[src/rtl/f1_sequencer.sv]
// F1 start-light sequencer: lights LEDs one by one using an external delay
// counter, holds all lit for a random interval, then blanks them together.
// Ports:
//   clk      - system clock, rising edge
//   rst      - synchronous active-high reset
//   start    - begin a sequence when idle
//   rand_n   - count limit for the final random hold
//   time_out - expiry flag from the delay counter
//   N        - count limit presented to the delay counter
//   trigger  - delay counter run (1) / clear (0)
//   ledr     - light bank, bit 0 lights first
//   busy     - high whenever not idle
//   done     - one-cycle pulse when the lights go out
module f1_sequencer #(
    parameter int          LIGHTS = 10,
    parameter logic [15:0] STEP_N = 16'd49999
) (
    input  logic              clk,
    input  logic              rst,
    input  logic              start,
    input  logic [15:0]       rand_n,
    input  logic              time_out,
    output logic [15:0]       N,
    output logic              trigger,
    output logic [LIGHTS-1:0] ledr,
    output logic              busy,
    output logic              done
);

    localparam int CW = $clog2(LIGHTS + 1);

    typedef enum logic [2:0] {
        IDLE,
        STEP,
        GAP,
        HOLD,
        OFF
    } state_t;

    state_t            state_q;
    logic [CW-1:0]     cnt_q;
    logic [15:0]       n_q;
    logic              trig_q;
    logic [LIGHTS-1:0] ledr_q;
    logic              busy_q;
    logic              done_q;

    always_ff @(posedge clk) begin
        if (rst) begin
            state_q <= IDLE;
            cnt_q   <= '0;
            n_q     <= '0;
            trig_q  <= 1'b0;
            ledr_q  <= '0;
            busy_q  <= 1'b0;
            done_q  <= 1'b0;
        end else begin
            done_q <= 1'b0;
            unique case (state_q)
                IDLE: begin
                    if (start) begin
                        state_q <= STEP;
                        n_q     <= STEP_N;
                        cnt_q   <= '0;
                        trig_q  <= 1'b1;
                        busy_q  <= 1'b1;
                        ledr_q  <= '0;
                    end
                end
                STEP: begin
                    if (time_out) begin
                        state_q <= GAP;
                        trig_q  <= 1'b0;
                        ledr_q  <= {ledr_q[LIGHTS-2:0], 1'b1};
                        cnt_q   <= cnt_q + CW'(1);
                    end
                end
                // One clear cycle so the delay counter restarts from zero;
                // its time_out here is stale and deliberately ignored.
                GAP: begin
                    trig_q <= 1'b1;
                    if (cnt_q == CW'(LIGHTS)) begin
                        state_q <= HOLD;
                        n_q     <= rand_n;
                    end else begin
                        state_q <= STEP;
                        n_q     <= STEP_N;
                    end
                end
                HOLD: begin
                    if (time_out) begin
                        state_q <= OFF;
                        trig_q  <= 1'b0;
                        ledr_q  <= '0;
                        done_q  <= 1'b1;
                    end
                end
                OFF: begin
                    state_q <= IDLE;
                    busy_q  <= 1'b0;
                end
                default: begin
                    state_q <= IDLE;
                    trig_q  <= 1'b0;
                    ledr_q  <= '0;
                    busy_q  <= 1'b0;
                end
            endcase
        end
    end

    assign N       = n_q;
    assign trigger = trig_q;
    assign ledr    = ledr_q;
    assign busy    = busy_q;
    assign done    = done_q;

endmodule

[config.mk]
export PLATFORM = sky130hd
export DESIGN_NAME = f1_sequencer
export DESIGN_NICKNAME = d
export VERILOG_FILES = /design/src/rtl/f1_sequencer.sv
export SDC_FILE = /design/constraint.sdc
export NUM_CORES = 1
export LEC_CHECK = 0
export BUFFER_PORTS_ARGS = -buffer_cell sky130_fd_sc_hd__buf_2
export CORE_ASPECT_RATIO = 0.7
export CORE_MARGIN = 2
export CORE_UTILIZATION = 30
export CTS_CLUSTER_DIAMETER = 40
export CTS_CLUSTER_SIZE = 14
export DETAILED_ROUTE_END_ITERATION = 7
export PLACE_DENSITY = 0.59
export SYNTH_ARGS = -nofsm -noshare
export SYNTH_HDL_FRONTEND = slang
export SYNTH_SLANG_ARGS = --single-unit
[constraint.sdc]
create_clock -name clk -period 2.05 [get_ports clk]
set_clock_uncertainty 0.15 [all_clocks]
set_input_delay 0.41 -clock clk [delete_from_list [all_inputs] [get_ports clk]]
set_output_delay 0.41 -clock clk [all_outputs]
set_load 0.02 [all_outputs]
; After elaboration in Yosys (flattened, before gate mapping)
; Index checks and enable logic that the tools add are counted.
[op_classes]
addsub = 1
n_eq_ne = 9
n_mux = 20
n_bitwise = 4
reduce_logical = 13
[op_table]
columns = op, count
row1 = 10-bit one-hot mux with 4 select lines, 1
row2 = 16-bit two-way mux, 2
row3 = 16-bit one-hot mux with 2 select lines, 1
row4 = 10-bit two-way mux, 3
row5 = 3-bit one-hot mux with 4 select lines, 1
row6 = 3-bit two-way mux, 3
row7 = 3-bit AND reduction, 3
row8 = 4-bit two-way mux, 2
row9 = 4-bit one-hot mux with 2 select lines, 1
row10 = "3-bit by 2-bit == test with 1-bit output, second input constant", 2
row11 = "2-bit != test, second input constant", 3
row12 = 2-bit OR reduction, 3
row13 = "4-bit by 1-bit adder with 4-bit output, second input constant", 1
row14 = "4-bit == test, second input constant", 1
row15 = 1-bit inverter, 4
row16 = 1-bit one-hot mux with 4 select lines, 1
row17 = 2-bit AND reduction, 2
row18 = 4-bit AND reduction, 1
row19 = 2-bit nonzero test, 2
row20 = "3-bit by 1-bit == test with 1-bit output, second input constant", 1
row21 = "3-bit == test, second input constant", 1
row22 = 3-bit logical NOT, 1
row23 = 1-bit two-way mux, 3
row24 = 3-bit OR reduction, 1
row25 = other kinds (3), 3
[totals]
reg_bits = 36
inputBits = 20
word_cells = 54

; Logic depth before layout (Yosys ltp)
[depth]
ltp_word = 4
depth_mapped = 6
depth_no_buf = 5

; Worst setup path before layout
; OpenSTA, ideal clock, no wires.
[synth_path]
path_kind = reg2reg
from = register cnt_q[0]
to = register n_q[0], in the netlist N[0]
setup_time_ps = 119
t_arrival_ps = 1400
path_slack_ps = 381
path_stages_with_launch = 7
period_less_slack_ps = 1669
cell_sequence = dfxtp_1 -> inv_1 -> ha_1 -> and4b_1 -> clkbuf_1 -> nand2_1 -> o221a_2
[synth_via]
elab_chain_len = 3
[synth_rtl]
columns = element, line_no
row1 = start: declaration, 41  ; logic [CW-1:0] cnt_q;
row2 = start signal: assignment, 75  ; cnt_q <= cnt_q + CW'(1);
row3 = 4-bit == test, 82  ; if (cnt_q == CW'(LIGHTS)) begin
row4 = 16-bit two-way mux, 82
row5 = 16-bit one-hot mux with 2 select lines, 59  ; unique case (state_q)
row6 = end signal: assignment, 84  ; n_q <= rand_n;
row7 = end: declaration, 42  ; logic [15:0] n_q;
; No other way between the ends.
; A chain may end at the register's enable or synchronous reset.

; Worst setup path in the final report
[layout_path]
from = register state_q[0]
to = register cnt_q[3]
[layout_via]
elab_chain_len = 3
word_cells_on_any_way = 7
classes_between = eq/ne: 3 / mux: 1 / reduce/logical: 3
[layout_rtl]
columns = element, line_no
row1 = start: declaration, 40  ; state_t state_q;
row2 = start signal: assignment, 50  ; state_q <= IDLE;
row3 = start signal: assignment, 62  ; state_q <= STEP;
row4 = start signal: assignment, 72  ; state_q <= GAP;
row5 = 3-bit by 1-bit == test with 1-bit output or 3-bit logical NOT (tied branches), 59
row6 = 2-bit != test (no line) or 2-bit nonzero test (tied branches), n/a
row7 = 3-bit AND reduction (no line), n/a
; Several ways; a longest one is shown, not always the timed one.

==> results.md <==
- Run status: finished clean
- Layout cells sized above 1: a little under two fifths
- Clock root cell: clkbuf_8
- Worst Setup EP: cnt_q[3]
- Max cap viols: 0
- Crit start category: flop
- Routed WL: about 3.6 mm
- Pre-antenna DRT Iters: 4
- First-pass GRT wire length: 5.76 mm
- Comb power frac: roughly 11%
- Worst R2R Path Depth: 3
- CP max stage delay: 570 ps
- Worst Setup SP: state_q[0]
- Max Freq: about 0.57 GHz
- Final setup fails: 0
- Reg2Reg Setup Slack: 290 ps
- Placer Congestion: between 0.7 and 0.8
- Max-slew headroom at the worst pin: 62.1%
- Num ports: 49
- Fin crit share: 85.7%
- DR DRC count: 0
- Pwr dens: 818 nW/um2
- CTS tree: yes
- Clock share of power: about 40%
- Synth warn: 0
- TNS Setup: 0 ps
- Area Overhead vs Synth: 29.6%
- Worst r2r dst: cnt_q[3]
- CP cell instances: mux2i_1 > or4b_1 > a211oi_1
- Vias: 1312
- Cell variety after synth: 31
- Port Buf Inserts: 48
- IR drop worst, VDD: approximately 370 uV
- Mean Syn Cell Area: 9.45 um2
- Syn Nets: 173
- Area after DPL: 1740 um2
- CTS H-Tree Depth: 2
- Largest net degree at the start of global routing: 17
- Worst Hold Class: in2reg
- Initial antenna violation count: 0
- DR WL/cell: 14.0 um
- GRT Total Usage: between 10% and 20%
- Mapped cell area: 1430 um2
- Vias in the first global route: between 1000 and 1500
- Design Power: 1510 uW
- Final slew viol count: 0
- RSZ-0062 raised after global routing: false
- Longest Clk Path Bufs: 2
- Die W: 86.4 um
- Diode count: 0
- Die H: 61.7 um
- Nets: 224
- Starting Density: 32.0%
- Final instance area: 1850 um2
- Clk Latency, worst-skew pair: 280 ps
- Sw Share: 24.0%
- Post-synthesis cell count: roughly 150
- Cts bufs inserted: 5
- Register area: 721 um2
- NetSw: around 360 uW
- Cts hold-fix bufs: 0
- Reported leakage power: 0.000774 uW
- Reg clk slew, reported paths: 70 ps
- Area of the multi-input gates: approximately 650 um2
- Slowest CP cell: dfxtp_1
- Filler cells: 450
- Endpoints failing hold: 0
- Detailed placement HPWL: 2.55 mm
- Die area: between 5000 and 6000 um2
- Worst-path fanout max: 12
- Worst setup EP type: flop
- Min Tclk post-route: 1760 ps
- Via-to-Cell Ratio: slightly above 5
- FP Rows: 20
- Sequential share of power: 49.1%
- Most frequent cells in the layout: buf_2, dfxtp_1, a21oi_1
- Antenna Nets Post-Route: 0
- Critical Path RT: between 2000 and 2500 ps
- Commonest non-fill, non-tap cell in the layout: buf_2
- Crit path arrival time: 1810 ps
- Synthesized flop and latch total: 36
- Slew @ Worst Pin: 561 ps
- Kind of critical path: reg2reg
- CTS sink cnt: 36
- Post_cts resized: 0
- Iter 0 DRT Violations: just under 70
- Core area: 4450 um2
- Sequential share of the synthesized area: 50.5%
- Postcts setup bufs: 0
- Remaining Overflow, GRT: 0
- R2R Path Start: state_q[0]
- P_int: 1150 uW
sequential cells by signal, summed over array words and instances (netlist names):
name and count:
busy 1, ledr 10, cnt_q 4, N 16
done 1, trigger 1, state_q 3
per-stage QoR:
| step | hold WS [ps] | setup slack [ps] | util [%] | std cells |
|---|---|---|---|---|
| 5_1_grt | 236 | 195 | 41.5 | 258 |
| 2_1_floorplan | 301 | 381 | - | 151 |
| 4_1_cts | 211 | 301 | 41.5 | 258 |
| 6_report | 220 | 292 | 41.5 | 258 |
| 3_5_place_dp | 314 | 306 | 39.1 | 250 |
| 3_3_place_gp | 309 | 316 | 39.1 | 250 |
Yosys cell counts, drive strengths merged:
| library cell | number | area [um2] |
|---|---|---|
| a211oi | 1 | 7.51 |
| a21oi | 22 | 110 |
| and4b | 1 | 10.0 |
| and4bb | 1 | 12.5 |
| buf | 4 | 20.0 |
| clkbuf | 7 | 26.3 |
| clkinv | 1 | 3.75 |
| dfxtp | 36 | 721 |
| ha | 2 | 25.0 |
| inv | 2 | 7.51 |
| mux2i | 2 | 20.0 |
| nand2 | 11 | 41.3 |
| nand3 | 9 | 45.0 |
| nand3b | 2 | 15.0 |
| nand4 | 10 | 62.6 |
| nand4b | 1 | 8.76 |
| nor2 | 6 | 27.5 |
| nor3 | 2 | 10.0 |
| nor4b | 3 | 26.3 |
| o21ai | 10 | 50.0 |
| o221a | 9 | 101 |
| o31ai | 1 | 7.51 |
| o41ai | 1 | 8.76 |
| or2 | 1 | 6.26 |
| or3 | 1 | 6.26 |
| or3b | 1 | 8.76 |
| or4b | 2 | 20.0 |
| xnor2 | 1 | 8.76 |
| xor2 | 1 | 8.76 |
critical path, delay by kind of cell, from the launching register on:
family | cells | cell delay (ps)
AO/OA/AOI/OAI | 1 | 230
flip-flops | 1 | 570
multiplexers | 1 | 200
AND/OR/NAND/NOR | 1 | 530
power by group through the flow:
stage	combinational (uW)	sequential, uW	clock [uW]
after global routing	182	746	650
after floorplan	80.5	780	0
after CTS	169	743	630
final	168	743	603
after detailed placement	168	758	0
after global placement	169	759	0
metal layers:
metal / up-vias / share of wire [%] / wire length [um] / GRT usage, %
met5: - / 0 / 0 / 0
met4: 0 / 0.94 / 34 / 5.36
met3: 5 / 7.3 / 262 / 4.89
met2: 46 / 41 / 1470 / 20.1
met1: 596 / 51 / 1830 / 19.3
li1: 665 / - / - / -
logic make-up after synthesis:
family                   share of synthesized area (%)
XOR/XNOR                                          1.23
flip-flops                                        50.5
AO/OA/AOI/OAI                                     20.0
AND/OR/NAND/NOR                                   21.1
adder cells (fa/ha/maj)                           1.75
multiplexers                                      1.40
buffers and inverters                             4.04
how the worst min path moves through the flow:
stage,slack (ps),to,start,cells past startpoint
floorplan,300,cnt_q[3],cnt_q[3],2
global placement,310,N[12],N[12],2
detailed placement,310,N[10],N[10],2
CTS,210,N[13],rand_n[13],3
global route,240,N[11],rand_n[11],3
finish,220,N[13],rand_n[13],3
layout make-up:
class / instances / share of cell area (%)
tap: 55 / 3.72
inverter: 3 / 0.609
timing repair buffer: 55 / 15.8
sequential: 36 / 39.0
multi-input combinational: 101 / 35.0
clock inverter: 2 / 1.89
clock buffer: 6 / 3.92
Power figures use the tool's default switching activity.
